<file path="src/rtl/alu_acc_unit.sv">
// Accumulator/flag stage behind the ALU: runs one ALU op per START and writes back ACC/CF/BF.
// Optional registered zero flag ZF is built when ACC_ZERO_FLAG_EN is defined.
module alu_acc_unit #(
    parameter int unsigned DWIDTH = 8,
    parameter int unsigned IWIDTH = 4
) (
    input  logic              CLK,
    input  logic              nRST,
    input  logic              START,
    input  logic [IWIDTH-1:0] IN_INSTR,
    input  logic [DWIDTH-1:0] ALU_OUT,
    input  logic              ALU_COUT,
    input  logic              ALU_BOUT,
    output logic [IWIDTH-1:0] ALU_INSTR,
    output logic [DWIDTH-1:0] ACC,
    output logic              CF,
    output logic              BF,
    output logic              BUSY,
    output logic              DONE
`ifdef ACC_ZERO_FLAG_EN
    ,
    output logic              ZF
`endif
);

    localparam logic [IWIDTH-1:0] OP_SUB = IWIDTH'(4);
    localparam logic [IWIDTH-1:0] OP_ADD = IWIDTH'(5);
    localparam logic [IWIDTH-1:0] OP_DEC = IWIDTH'(8);
    localparam logic [IWIDTH-1:0] OP_INC = IWIDTH'(9);
    localparam logic [IWIDTH-1:0] OP_LD  = IWIDTH'(10);
    localparam logic [IWIDTH-1:0] OP_NOP = IWIDTH'(12);
    localparam logic [IWIDTH-1:0] OP_RST = IWIDTH'(13);

    typedef enum logic [1:0] {
        ST_IDLE = 2'd0,
        ST_EXEC = 2'd1,
        ST_DONE = 2'd2
    } state_t;

    state_t state;

    logic acc_we_c;
    logic cf_we_c;
    logic bf_we_c;
    logic clr_c;

    // Writeback decode of the opcode held on ALU_INSTR during EXEC
    always_comb begin
        acc_we_c = 1'b0;
        cf_we_c  = 1'b0;
        bf_we_c  = 1'b0;
        clr_c    = 1'b0;
        if (ALU_INSTR <= OP_LD) begin
            acc_we_c = 1'b1;
        end
        if (ALU_INSTR == OP_ADD || ALU_INSTR == OP_INC) begin
            cf_we_c = 1'b1;
        end
        if (ALU_INSTR == OP_SUB || ALU_INSTR == OP_DEC) begin
            bf_we_c = 1'b1;
        end
        if (ALU_INSTR == OP_RST) begin
            clr_c = 1'b1;
        end
    end

    // Sequencer; ALU_INSTR doubles as the instruction register
    always_ff @(posedge CLK or negedge nRST) begin
        if (!nRST) begin
            state     <= ST_IDLE;
            ALU_INSTR <= OP_NOP;
            ACC       <= '0;
            CF        <= 1'b0;
            BF        <= 1'b0;
            BUSY      <= 1'b0;
            DONE      <= 1'b0;
`ifdef ACC_ZERO_FLAG_EN
            ZF        <= 1'b1;
`endif
        end else begin
            case (state)
                ST_IDLE: begin
                    if (START) begin
                        ALU_INSTR <= IN_INSTR;
                        BUSY      <= 1'b1;
                        state     <= ST_EXEC;
                    end
                end
                ST_EXEC: begin
                    if (clr_c) begin
                        ACC <= '0;
                        CF  <= 1'b0;
                        BF  <= 1'b0;
                    end else begin
                        if (acc_we_c) ACC <= ALU_OUT;
                        if (cf_we_c)  CF  <= ALU_COUT;
                        if (bf_we_c)  BF  <= ALU_BOUT;
                    end
`ifdef ACC_ZERO_FLAG_EN
                    if (clr_c) begin
                        ZF <= 1'b1;
                    end else if (acc_we_c) begin
                        ZF <= (ALU_OUT == '0);
                    end
`endif
                    ALU_INSTR <= OP_NOP;
                    DONE      <= 1'b1;
                    state     <= ST_DONE;
                end
                ST_DONE: begin
                    DONE  <= 1'b0;
                    BUSY  <= 1'b0;
                    state <= ST_IDLE;
                end
                default: begin
                    ALU_INSTR <= OP_NOP;
                    DONE      <= 1'b0;
                    BUSY      <= 1'b0;
                    state     <= ST_IDLE;
                end
            endcase
        end
    end

endmodule

</file>
<file path="config.mk">
export PLATFORM = sky130hd
export DESIGN_NAME = alu_acc_unit
export DESIGN_NICKNAME = d
export VERILOG_FILES = /design/src/rtl/alu_acc_unit.sv
export SDC_FILE = /design/constraint.sdc
export NUM_CORES = 1
export LEC_CHECK = 0
export BUFFER_PORTS_ARGS = -buffer_cell sky130_fd_sc_hd__buf_2
export CAP_MARGIN = 15
export CORE_MARGIN = 1
export CORE_UTILIZATION = 30
export DETAILED_ROUTE_END_ITERATION = 7
export HOLD_SLACK_MARGIN = 0.05
export PLACE_DENSITY = 0.49
export SLEW_MARGIN = 10
export SYNTH_ARGS = -nofsm -noshare
export SYNTH_HDL_FRONTEND = slang
export SYNTH_SLANG_ARGS = --single-unit
</file>
<file path="constraint.sdc">
create_clock -name CLK -period 2.4 [get_ports CLK]
set_clock_uncertainty 0.2 [all_clocks]
set_input_delay 0 -clock CLK [delete_from_list [all_inputs] [get_ports CLK]]
set_output_delay 0 -clock CLK [all_outputs]
set_load 0.02 [all_outputs]
</file>
; ---- Yosys cells after proc, flatten, opt, wreduce, memory -nomap -nowiden
; Cells that the tools add are included.
[totals]
word_cells = 46
regBits = 18
in_bits = 17
out_inout_bits = 16
[op_classes]
n_reduce_logical = 11
bitwise_logic = 2
mux = 17
eq_ne = 8
order_cmp = 1
[ops]
columns = op, count
row1 = two-way mux 8 bit, 2
row2 = "equality test 4 bit, second input constant", 3
row3 = AND reduction 2 bit, 5
row4 = two-way mux 1 bit, 9
row5 = "equality test 4 x 3 -> 1 bit, second input constant", 2
row6 = one-hot mux 4 bit (2 select lines), 1
row7 = nonzero test 2 bit, 3
row8 = "less-or-equal comparator 4 bit, second input constant", 1
row9 = two-way mux 4 bit, 1
row10 = one-hot mux 1 bit (2 select lines), 2
row11 = one-hot mux 2 bit (2 select lines), 1
row12 = "equality test 2 x 1 -> 1 bit, second input constant", 1
row13 = "equality test 2 bit, second input constant", 1
row14 = logical NOT 2 bit, 1
row15 = logical OR 1 bit, 2
row16 = two-way mux 2 bit, 1
row17 = "inequality test 2 bit, second input constant", 1
row18 = NOT 1 bit, 2

; ---- Depth between registers and ports, before layout
; Gate-level depths: netlist (run 1).
[logic_depth]
depth_word = 5
ltp_mapped = 5
mapped_depth_nobuf = 3

; ---- Least setup slack after synthesis (run 1)
; OpenSTA, ideal clock, no wires.
[synth_path]
path_kind = register to register
from = reg ALU_INSTR[0]
to = reg ACC[0]
stages_incl_launch_ff = 5
n_path_buf = 1
synth_period_minus_slack_ns = 1.589
arrival_ns = 1.310
setup_slack_ns = 0.811
path_cell_list = dfrtp_1 -> mux2_4 -> a21boi_2 -> buf_6 -> mux2i_1
[synth_via]
elab_chain_cells = 4
word_cells_on_any_way = 7
classes_between = 1 x order compare / 1 x eq/ne / 3 x mux / 2 x reduce/logical
[synth_lines]
columns = item, line
row1 = "start, declared", 14  ; output logic [IWIDTH-1:0] ALU_INSTR,
row2 = "start signal, assigned", 71  ; ALU_INSTR <= OP_NOP;
row3 = "start signal, assigned", 84  ; ALU_INSTR <= IN_INSTR;
row4 = "start signal, assigned", 106  ; ALU_INSTR <= OP_NOP;
row5 = less-or-equal comparator 4 bit or equality test 4 bit (tied branches), "53, 62"
row6 = "two-way mux 1 bit, on equally long branches", "53, 62"
row7 = nonzero test 2 bit (no line), -
row8 = AND reduction 2 bit (no line), -
row9 = "end signal, assigned", 72  ; ACC <= '0;
row10 = "end signal, assigned", 91  ; ACC <= '0;
row11 = "end signal, assigned", 95  ; if (acc_we_c) ACC <= ALU_OUT;
row12 = "end, declared", 15  ; output logic [DWIDTH-1:0] ACC,
; Parallel ways exist; a longest one is shown, timed or not.
; A chain may end at the register's enable or synchronous reset.

; ---- Worst setup path after layout (run 1)
[layout_path]
from = reg state[1]
to = reg ALU_INSTR[1]
[layout_via]
elab_chain_cells = 3
word_cells_on_any_way = 6
classes_between = 2 x eq/ne / 1 x mux / 1 x bitwise / 2 x reduce/logical
[layout_lines]
columns = item, line
row1 = "start, declared", 40  ; state_t state;
row2 = "start signal, assigned", 70  ; state <= ST_IDLE;
row3 = "start signal, assigned", 86  ; state <= ST_EXEC;
row4 = "start signal, assigned", 108  ; state <= ST_DONE;
row5 = logical NOT 2 bit or equality test 2 bit (tied branches), 81  ; case (state)
row6 = inequality test 2 bit (no line) or NOT 1 bit (tied branches), -
row7 = AND reduction 2 bit (no line), -
; Parallel ways exist; a longest one is shown, timed or not.

==> results summary, run 1 <==
The wire length reported by the detailed router came out at 1910 um. met2 is the most crowded layer. After detailed routing, the number of remaining DRC violations is 0. The endpoint identified for the worst register-to-register timing path is ALU_INSTR[1].

The post-synthesis register bit count is 18. The first-pass detailed-route iteration total is 2. The flow ran to the end, and the final reports show no timing, DRC or antenna violations. The number of global-route vias before repair is 737. The floorplan step defined a die boundary enclosing 3090 um2. The critical path goes through nor2b_1, mux2i_1, dlygate4sd3_1, nor2_1. The area of the multi-input gates came out at 338 um2. The number of diodes added for antenna fixing is 0. By startpoint and endpoint, the worst setup path is classified as reg -> reg. The worst hold path passes through 4 cells. The synthesized netlist devotes 16.9% of its cell area to simple gates. The number of synthesis warnings came out at 0.

The non-filler instance count after layout came out at 164. The compound-gate portion of the synthesized area came out at 4.51%. Port buffering added 32 buffers. In this run the horizontal extent of the chip is 55.6 um.

The arrival time at the worst endpoint came out at 2060 ps. The number of cells after detailed placement came out at 138. Compared with the post-synthesis result, the final layout area differs by 49.6%. The total count of max-transition violations in the final report is 0. The source of the worst register-to-register timing path is state[1]. The core footprint came out at 2730 um2.

The peak clock frequency supported by timing came out at 0.480 GHz. The cell at the root of the clock tree is clkbuf_4. The synthesized cell area came out at 861 um2. Counting every net in the synthesized netlist gives 96.

The first global-routing pass estimated 3340 um of wire. The top-level port count came out at 33. The worst register-to-register path has a depth of 4. The peak ir drop on the vdd network came out at 532 uV. Across every metal layer, demand over resource in global routing totals 14.0%.

The power density of the placed cells came out at 905 nW/um2. The count of final setup violators is 0. The area occupied by registers came out at 453 um2. Measured against its own limit, the worst slew margin works out to 52.5%. The leakage power summed over all cells is 0.651 nW. The netlist uses 22 different library cells. The sequential element share of the synthesized area is 52.6%. The number of hold-slack violations in the final timing report came out at 0. The height of the chip came out at 55.6 um.

The final-stage net count is 151. Of all nets on the critical path, the largest fanout is 8. The clock sink count came out at 18. The initial antenna violation count is 0.

The total negative slack for setup checks is 0 ps. The number of H-tree levels came out at 1. The post-CTS resize count came out at 0. The deepest clock path buffer count came out at 2.

The critical path's largest stage delay came out at 590 ps. The half-perimeter wire length of the detailed placement result is 1270 um. The mean instance size in the synthesized netlist is 10.9 um2. The smallest clock period supported by the final layout is computed as 2080 ps. For this run, global-route usage on met3 was measured as 2.11%. The final global-route overflow total came out at 0. At the pin with the least slew margin, the transition time is 710 ps.

The number of DRC markers in iteration 0 is 2. The worst-skew pair later-pin latency came out at 290 ps. The number of fillers in the final layout came out at 266. Multiplexer cells account for 16.9% of the synthesized area. Setup slack on the worst reg-to-reg path comes out at 320 ps. In this run the worst hold path is classified as in -> reg. Of the total synthesized cell area, the portion taken by XOR and XNOR cells is 1.02%. The worst hold path endpoint is ACC[0]. The ratio of routed vias to standard cells is 4.46.

The number of maximum-capacitance constraint violations came out at 0. The congestion estimate from routability-driven global placement came to 0.720. Once the floorplan was initialized, standard cells occupied 31.5% of the core.

The cell count after synthesis is 79. STA classifies the critical path endpoint as a register. The number of vias after detailed routing came out at 732. After clock tree synthesis, the setup repair step added 0 buffers. The remaining number of nets flagged by the antenna check after routing is 0. The slowest stage of the critical path belongs to the cell dlygate4sd3_1. The met2 usage came out at 23.4%. The floorplan has 19 rows. The startpoint kind of the worst setup timing path is a register. In the global route stage, met1 resource usage came out at 17.8%.

Setup repair after global routing left no endpoint under its margin. The share of layout cells above drive strength 1 came out at 30.1%. After synthesis, the largest family of logic cells by area is multiplexers.

The final critical path takes up 86.7% of the cycle. After detailed routing, the average wire length per cell comes to 11.7 um. The synthesized netlist devotes 0% of its cell area to adder and majority cells. The worst hold path begins at ALU_OUT[0]. Counting the buffers created by CTS gives 3. After clock tree synthesis, the clock-pin slew on the worst setup and hold paths is 110 ps.

The maximum number of pins on one net before global-route repair came out at 17. The required time reported for the critical path endpoint came out at 2380 ps. The CTS tree is built.
[layout make-up]
| type | instances | share of cell area [%] |
|---|---|---|
| clock buffer | 4 | 2.82 |
| inverter | 11 | 3.21 |
| multi-input combinational | 46 | 26.2 |
| sequential | 18 | 35.2 |
| tap | 31 | 3.01 |
| timing repair buffer | 54 | 29.5 |
[power breakdown]
part           switching [mW]  internal, mW
registers              0.0809         0.417
clock network          0.0943        0.0924
logic                   0.271         0.210
[worst max-delay path, delay by kind of cell, from the launching register on]
kind                   cells  cell delay (ps)
DFF                        1              480
and+or+nand+nor            2              460
muxes                      1              240
buffers and inverters      1              590
[Yosys cell counts (all sizes together)]
master | number | share of area (%)
dfrtp | 16 | 47
a21boi | 1 | 1.3
o221ai | 1 | 1.0
nand4b | 2 | 2.0
mux2i | 13 | 15
nor2 | 5 | 2.2
mux2 | 1 | 1.7
inv | 11 | 4.8
xnor2 | 1 | 1.0
nor3b | 1 | 0.87
nor4b | 1 | 1.0
a22oi | 1 | 0.87
buf | 4 | 3.3
and4bb | 2 | 2.9
and2b | 1 | 0.87
a31oi | 1 | 0.73
dfstp | 2 | 6.1
nor2b | 3 | 2.2
nand2 | 11 | 4.8
a21oi | 1 | 0.58
[cell families (layout without fill, tap and decap cells)]
group / Yosys count / in the layout
simple gates: 26 / 26
mux: 14 / 14
xor+xnor: 1 / 1
flops: 18 / 18
buf+inv: 15 / 69
compound gates: 5 / 5
[layout by cell type (no fill, tap or decap), drive strengths merged, types with 3 or more instances in the layout]
cell type	netlist	final
inv	11	11
nand2	11	11
clkbuf	0	4
buf	4	32
mux2i	13	13
nor2	5	5
dlygate4sd3	0	22
nor2b	3	3
dfrtp	16	16
[metal layers]
metal	wire length, um	vias to the layer above
li1	-	366
met1	845	352
met2	996	12
met3	57	2
met4	12	0
met5	0	-
[state kept, by name, summed over array words and instances, names as in the netlist]
register	cells
ACC	8
ALU_INSTR	4
state	2
BF	1
BUSY	1
CF	1
DONE	1
[per-stage QoR]
step,util [%],power (mW),setup slack [ps],hold WS (ps),instance area (um2)
3_5_place_dp,37.7,0.951,597,-237,1030
4_1_cts,47.1,1.19,258,265,1290
6_report,47.1,1.17,319,282,1290
3_3_place_gp,37.7,0.942,649,-240,1030
5_1_grt,47.1,1.25,123,264,1290
2_1_floorplan,-,0.799,811,-496,861
[what timing repair did]
action / 4_1_cts / 5_1_grt
endpoints found under the hold margin: 34 / 0
hold buffers: 22 / 0
endpoints found under the setup margin: 0 / 0
[worst max-delay path by stage]
| stage | to | cells past startpoint | start | slack [ps] |
|---|---|---|---|---|
| CTS | ACC[2] | 4 | nRST | 260 |
| detailed placement | ACC[0] | 3 | ALU_INSTR[0] | 600 |
| global placement | ACC[1] | 3 | ALU_INSTR[0] | 650 |
| finish | ALU_INSTR[1] | 4 | state[1] | 320 |
| global route | ACC[4] | 4 | nRST | 120 |
| floorplan | ACC[0] | 4 | ALU_INSTR[0] | 810 |
Note: power is estimated with default switching activity, not from simulation.
==> run 2, diff against run 1 <==
MAX_ROUTING_LAYER = met4   (was default)
==> results summary, run 2 (same netlist as run 1, synthesis figures left out) <==
The flow ran to the end, and the final reports show no timing, DRC or antenna violations. The number of I/O port buffers is 32 (unchanged). The transition time at the pin with the least slew margin is 709 ps (-0.344 ps). The area occupied by registers came out at 453 um2 (unchanged). The first-pass detailed-route iteration total came out at 2 (unchanged). The area of the multi-input gates is 338 um2 (unchanged).

The post-detailed-route wirelength per cell came out at 11.7 um (+0.21%). The area growth from synthesis to layout came out at 49.6% (unchanged). The ratio of routed vias to standard cells is 4.46 (-0.14%).

The period utilization is 86.7% (unchanged). The worst hold slack across all endpoints is 283 ps (+0.212 ps). The initial antenna violation count is 0 (unchanged).

The remaining number of nets flagged by the antenna check after routing came out at 0 (unchanged). The peak fanout along the critical path is 8 (unchanged). The number of diodes added for antenna fixing came out at 0 (unchanged). Setup repair after global routing left no endpoint under its margin. The cell at the root of the clock tree is clkbuf_4. The height of the chip came to 55.6 um (unchanged). The number of maximum-capacitance constraint violations came out at 0 (unchanged). The number of vias after detailed routing came to 731 (-0.14%). The clock sink count is 18 (unchanged). The cell row count came out at 19 (unchanged). The remaining max-slew budget at the tightest pin is 52.6% (about the same). The half-perimeter wire length of the detailed placement result came out at 1270 um (unchanged).

The number of global-route vias before repair is 732 (-0.68%). The effective utilization at floorplan is 31.5% (unchanged). The number of buffers created by CTS came out at 3 (unchanged). The peak ir drop on the vdd network is 532 uV (about the same). The time the final worst path needs with I/O delays and setup was 2080 ps (unchanged). The power density of the placed cells came out at 906 nW/um2 (about the same). The final global-route overflow total came out at 0 (unchanged).

The wire length reported by the detailed router is 1920 um (+0.21%). The all-layer global routing usage came to 14.5% (+0.45 points). The final worst setup slack came out at 319 ps (unchanged).

The largest registers in the layout are ACC: 8 flops, ALU_INSTR: 4 flops, state: 2 flops. The clock transition at the registers of the reported paths came to 110 ps (about the same). The arrival time at the worst endpoint came out at 2060 ps (about the same).

The worst setup path is launched from a register. In this run the worst hold path is classified as in -> reg. The required time reported for the critical path endpoint is 2380 ps (about the same). The global-route wire length before repair is 3350 um (+0.21%). The deepest clock path buffer count came out at 2 (unchanged). The die area is 3090 um2 (unchanged). The register with the most flip-flops in the final layout is ACC. The share of layout cells above drive strength 1 was 30.1% (unchanged).

TritonCTS built the clock tree. The maximum number of pins on one net before global-route repair is 17 (unchanged). The worst-skew pair later-pin latency came to 290 ps (about the same). The number of DRC markers in iteration 0 is 1 (-1). The number of fillers in the final layout is 266 (unchanged). The setup path with the least slack is of type reg -> reg. The leakage power summed over all cells is 0.651 nW (unchanged). The total negative slack for setup checks came out at 0 ps (unchanged). The weighted congestion reported at the end of routability-driven placement is 0.729 (+1.2%). The number of H-tree levels is 1 (unchanged). The core footprint came to 2730 um2 (unchanged). Leaving out fill and tap cells, the most frequent cell in the layout is buf_2. The width of the die came to 55.6 um (unchanged). The number of hold-slack violations in the final timing report was 0 (unchanged). The count of final setup violators came out at 0 (unchanged).

The total count of max-transition violations in the final report is 0 (unchanged). The final-stage net count was 151 (unchanged). The number of flip-flops under the largest register name is 8 (unchanged).

The number of setup buffers added after CTS is 0 (unchanged). In the layout the commonest cells are buf_2 (32), dlygate4sd3_1 (22), dfrtp_1 (16). The top-level port count came out at 33 (unchanged). The element type at the critical path end is a register. The pre-CTS setup slack was 597 ps (unchanged).

The total DRC errors in the routed layout is 0 (unchanged). The peak clock frequency supported by timing came out at 0.480 GHz (unchanged).
==> run 2: repair_timing <==
item / 4_1_cts / 5_1_grt
hold endpoints to repair: 34 / 0
gates resized for setup: 0 / 0
hold buffers: 22 / 0
==> run 2: area by class of cell <==
cell class | count | share of cell area [%]
clock buffer | 4 | 2.82
inverter | 11 | 3.21
multi-input combinational | 46 | 26.2
sequential | 18 | 35.2
tap | 31 | 3.01
timing repair buffer | 54 | 29.5
==> run 2: critical path: stages (launching register included) <==
cell	delay (ps)
dfrtp_1	480
nor2b_1	410
mux2i_1	240
dlygate4sd3_1	590
nor2_1	50
==> run 2: metal layers <==
metal	GRT usage (%)	wire (um)	vias to the layer above
met4	6.43	12	0
li1	-	-	366
met1	18.3	848	351
met3	2.11	57	2
met5	-	0	-
met2	23.1	996	12
==> run 2: worst paths after layout <==
kind / cells past startpoint / slack (ps) / start / endpoint
worst min register to register: 2 / 310 / DONE / DONE
worst min-delay path: 4 / 280 / ALU_OUT[0] / ACC[0]
worst max-delay path: 4 / 320 / state[1] / ALU_INSTR[1]
worst max register to register: 4 / 320 / state[1] / ALU_INSTR[1]
max in group asynchronous: 4 / 350 / nRST / ACC[6]
min in group asynchronous: 3 / 530 / nRST / ALU_INSTR[2]
==> run 2: per-stage QoR <==
step / power (mW) / util [%] / instance area [um2] / instances
floorplan: 0.799 / - / 861 / 79
global placement: 0.942 / 37.7 / 1030 / 138
detailed placement: 0.951 / 37.7 / 1030 / 138
CTS: 1.19 / 47.1 / 1290 / 164
global route: 1.25 / 47.1 / 1290 / 164
finish: 1.17 / 47.1 / 1290 / 164
==> run 2: where the power goes <==
part	leakage, nW	switching, mW	internal [mW]
combinational	0.418	0.271	0.210
clock	0.0210	0.0943	0.0924
sequential	0.213	0.0814	0.417
total	0.651	0.447	0.719
==> run 3, diff against run 2 <==
==> constraint.sdc (replaced) <==
create_clock -name CLK -period 2.4 [get_ports CLK]
set_clock_uncertainty 0.2 [all_clocks]
set_input_delay 0.36 -clock CLK [delete_from_list [all_inputs] [get_ports CLK]]
set_output_delay 0.36 -clock CLK [all_outputs]
set_load 0.02 [all_outputs]
==> results summary, run 3 (same netlist as run 1, synthesis figures left out) <==
The remaining max-slew budget at the tightest pin came out at 60.4% (+7.8 points). The half-perimeter wire length of the detailed placement result is 1270 um (unchanged). The endpoint identified for the worst register-to-register timing path is ACC[1]. The critical path's largest stage delay came to 480 ps (-110 ps). The power density of the placed cells is 1050 nW/um2 (+15%). The CTS tree is built. The clock network power share came out at 16.6% (+0.6 points).

The number of flip-flops under the largest register name came to 8 (unchanged). The required time reported for the critical path endpoint came out at 2420 ps (+40 ps). In the layout the commonest cells are buf_2 (32), dfrtp_1 (16), mux2i_1 (13). The transition time at the pin with the least slew margin is 591 ps (-119 ps). The area growth from synthesis to layout came out at 25.1%. The number of maximum-capacitance constraint violations came to 0 (unchanged). The maximum number of pins on one net before global-route repair came out at 19 (+2).

STA classifies the critical path endpoint as a register. The worst register-to-register path begins at ALU_INSTR[0]. The first-pass detailed-route iteration total is 3 (+1).

The peak clock frequency supported by timing was 0.557 GHz (+16%). The period utilization came out at 74.8% (-12 points). The total count of max-transition violations in the final report came to 0 (unchanged). The slowest library cell on the worst path is a21boi_2. The peak ir drop on the vdd network came out at 502 uV (-5.5%). The final-stage net count was 130 (-14%). The ratio of routed vias to standard cells is 4.53 (+1.7%).

The internal power consumption is 0.687 mW (-4.5%). Clock tree synthesis selected as its root buffer the cell clkbuf_4. The weighted congestion reported at the end of routability-driven placement is 0.729 (unchanged). The post-CTS resize count was 0 (unchanged). The number of I/O port buffers is 32 (unchanged). The flow ran to the end, and the final reports show no timing, DRC or antenna violations. The remaining number of nets flagged by the antenna check after routing is 0 (unchanged).

The number of hold-slack violations in the final timing report was 0 (unchanged). The largest registers in the layout are ACC: 8 flops, ALU_INSTR: 4 flops, state: 2 flops. The worst hold path depth was 3 (-1). The wire length reported by the detailed router is 1700 um (-11%). The height of the chip is 55.6 um (unchanged).

The worst hold path startpoint is IN_INSTR[2]. Grouping stages by cell kind, the critical path spends the most delay in multiplexers. Setup repair after global routing left no endpoint under its margin.

The all-layer global routing usage is 13.0% (-1.5 points). The effective utilization at floorplan is 31.5% (unchanged). The core footprint came to 2730 um2 (unchanged). The peak fanout along the critical path came out at 8 (unchanged). For hold timing, the worst endpoint is ALU_INSTR[2].

The share of layout cells above drive strength 1 is 35.7% (+5.6 points). The buffers plus inverters on the worst setup path is 0 (-1). The worst-skew pair later-pin latency came out at 290 ps (about the same). ACC holds more flip-flops than any other register. The number of H-tree levels is 1 (unchanged). The number of setup buffers added after CTS is 0 (unchanged).

The number of vias after detailed routing is 648 (-11%). The setup slack of the worst register-to-register path is 600 ps (+290 ps). The final global-route overflow total is 0 (unchanged). The min-delay analysis places its worst path in the category in -> reg. The worst hold slack across all endpoints came out at 90.4 ps (-192 ps). The worst setup path is of the reg -> reg kind. The leakage power summed over all cells was 0.564 nW (-13%).

The die area came to 3090 um2 (unchanged). The total negative slack for setup checks is 0 ps (unchanged). Leaving out fill and tap cells, the most frequent cell in the layout is buf_2. The number of diodes added for antenna fixing is 0 (unchanged). The clock sink count came out at 18 (unchanged).

The net switching power is 0.439 mW (-1.8%). The count of final setup violators is 0 (unchanged). The deepest clock path buffer count is 2 (unchanged).

The time the final worst path needs with I/O delays and setup came out at 1800 ps (-286 ps). The number of DRC markers in iteration 0 came out at 7 (+6). The pre-CTS setup slack came out at 597 ps (unchanged). The clock transition at the registers of the reported paths came out at 100 ps (about the same). The global-route wire length before repair came out at 3000 um (-10%). The top-level port count came out at 33 (unchanged). The number of stages on the worst setup path came out at 3 (-1). The total DRC errors in the routed layout is 0 (unchanged).

The final worst setup slack is 604 ps (+286 ps). The cell row count came out at 19 (unchanged). The logic gate share of total power came out at 39.2% (-2.0 points). The switching share of power is 39.0% (+0.65 points). The number of global-route vias before repair is 646 (-12%).

The sequential group share of total power came out at 44.2% (+1.5 points). The arrival time at the worst endpoint came to 1820 ps (-240 ps). The initial antenna violation count came out at 0 (unchanged). STA classifies the critical path startpoint as a register.

The width of the die came to 55.6 um (unchanged). Walking the worst path, the cells encountered are mux2_4, a21boi_2, mux2i_1. The post-detailed-route wirelength per cell is 11.9 um (+1.6%). The number of buffers created by CTS is 3 (unchanged).

The cell count of the worst reg-to-reg path is 3 (-1).
-- run 3: cell types whose count changed in the layout (fill, tap and decap cells not counted) --
cell	delta
dlygate4sd3_1	-21
-- run 3: power by group through the flow --
stage	Combinational, mW	Clock [mW]	Sequential [mW]
3_5_place_dp	0.448	0	0.503
2_1_floorplan	0.177	0	0.622
5_1_grt	0.483	0.214	0.518
3_3_place_gp	0.442	0	0.500
6_report	0.441	0.187	0.497
4_1_cts	0.449	0.203	0.500
-- run 3: worst max path at each step --
| stage | startpoint | slack (ps) | end |
|---|---|---|---|
| after floorplan | ALU_INSTR[0] | 810 | ACC[0] |
| after global placement | ALU_INSTR[0] | 650 | ACC[1] |
| after detailed placement | ALU_INSTR[0] | 600 | ACC[0] |
| after CTS | ALU_INSTR[0] | 560 | ACC[1] |
| after global routing | ALU_INSTR[0] | 450 | ACC[1] |
| final | ALU_INSTR[0] | 600 | ACC[1] |
-- run 3: layer usage --
layer / track usage [%] / part of all wire [%] / vias up
met2: 20.7 / 52 / 12
li1: - / - / 321
met5: - / 0 / -
met3: 2.58 / 4.0 / 2
met1: 15.6 / 43 / 313
met4: 6.43 / 0.71 / 0
-- run 3: metrics by stage --
stage / cell area, um2 / total power, mW / instances / util [%]
floorplan: 861 / 0.799 / 79 / -
global placement: 1030 / 0.942 / 138 / 37.7
detailed placement: 1030 / 0.951 / 138 / 37.7
CTS: 1080 / 1.15 / 143 / 39.4
global route: 1080 / 1.21 / 143 / 39.4
finish: 1080 / 1.13 / 143 / 39.4
-- run 3: tightest hold or removal path: cells and delay by family --
kind	cells	cell delay [ps]
mux	1	60
simple gates	1	60
buf+inv	1	70
-- run 3: area by class of cell --
| class | count | area [um2] |
|---|---|---|
| timing repair buffer | 33 | 170 |
| multi-input combinational | 46 | 338 |
| inverter | 11 | 41.3 |
| fill | 289 | 1660 |
| sequential | 18 | 453 |
| clock buffer | 4 | 36.3 |
| tap | 31 | 38.8 |
-- run 3: what timing repair did --
action | in CTS | in global routing
setup endpoints to repair | 0 | 0
hold buffers | 1 | 0
hold endpoints to repair | 16 | 0
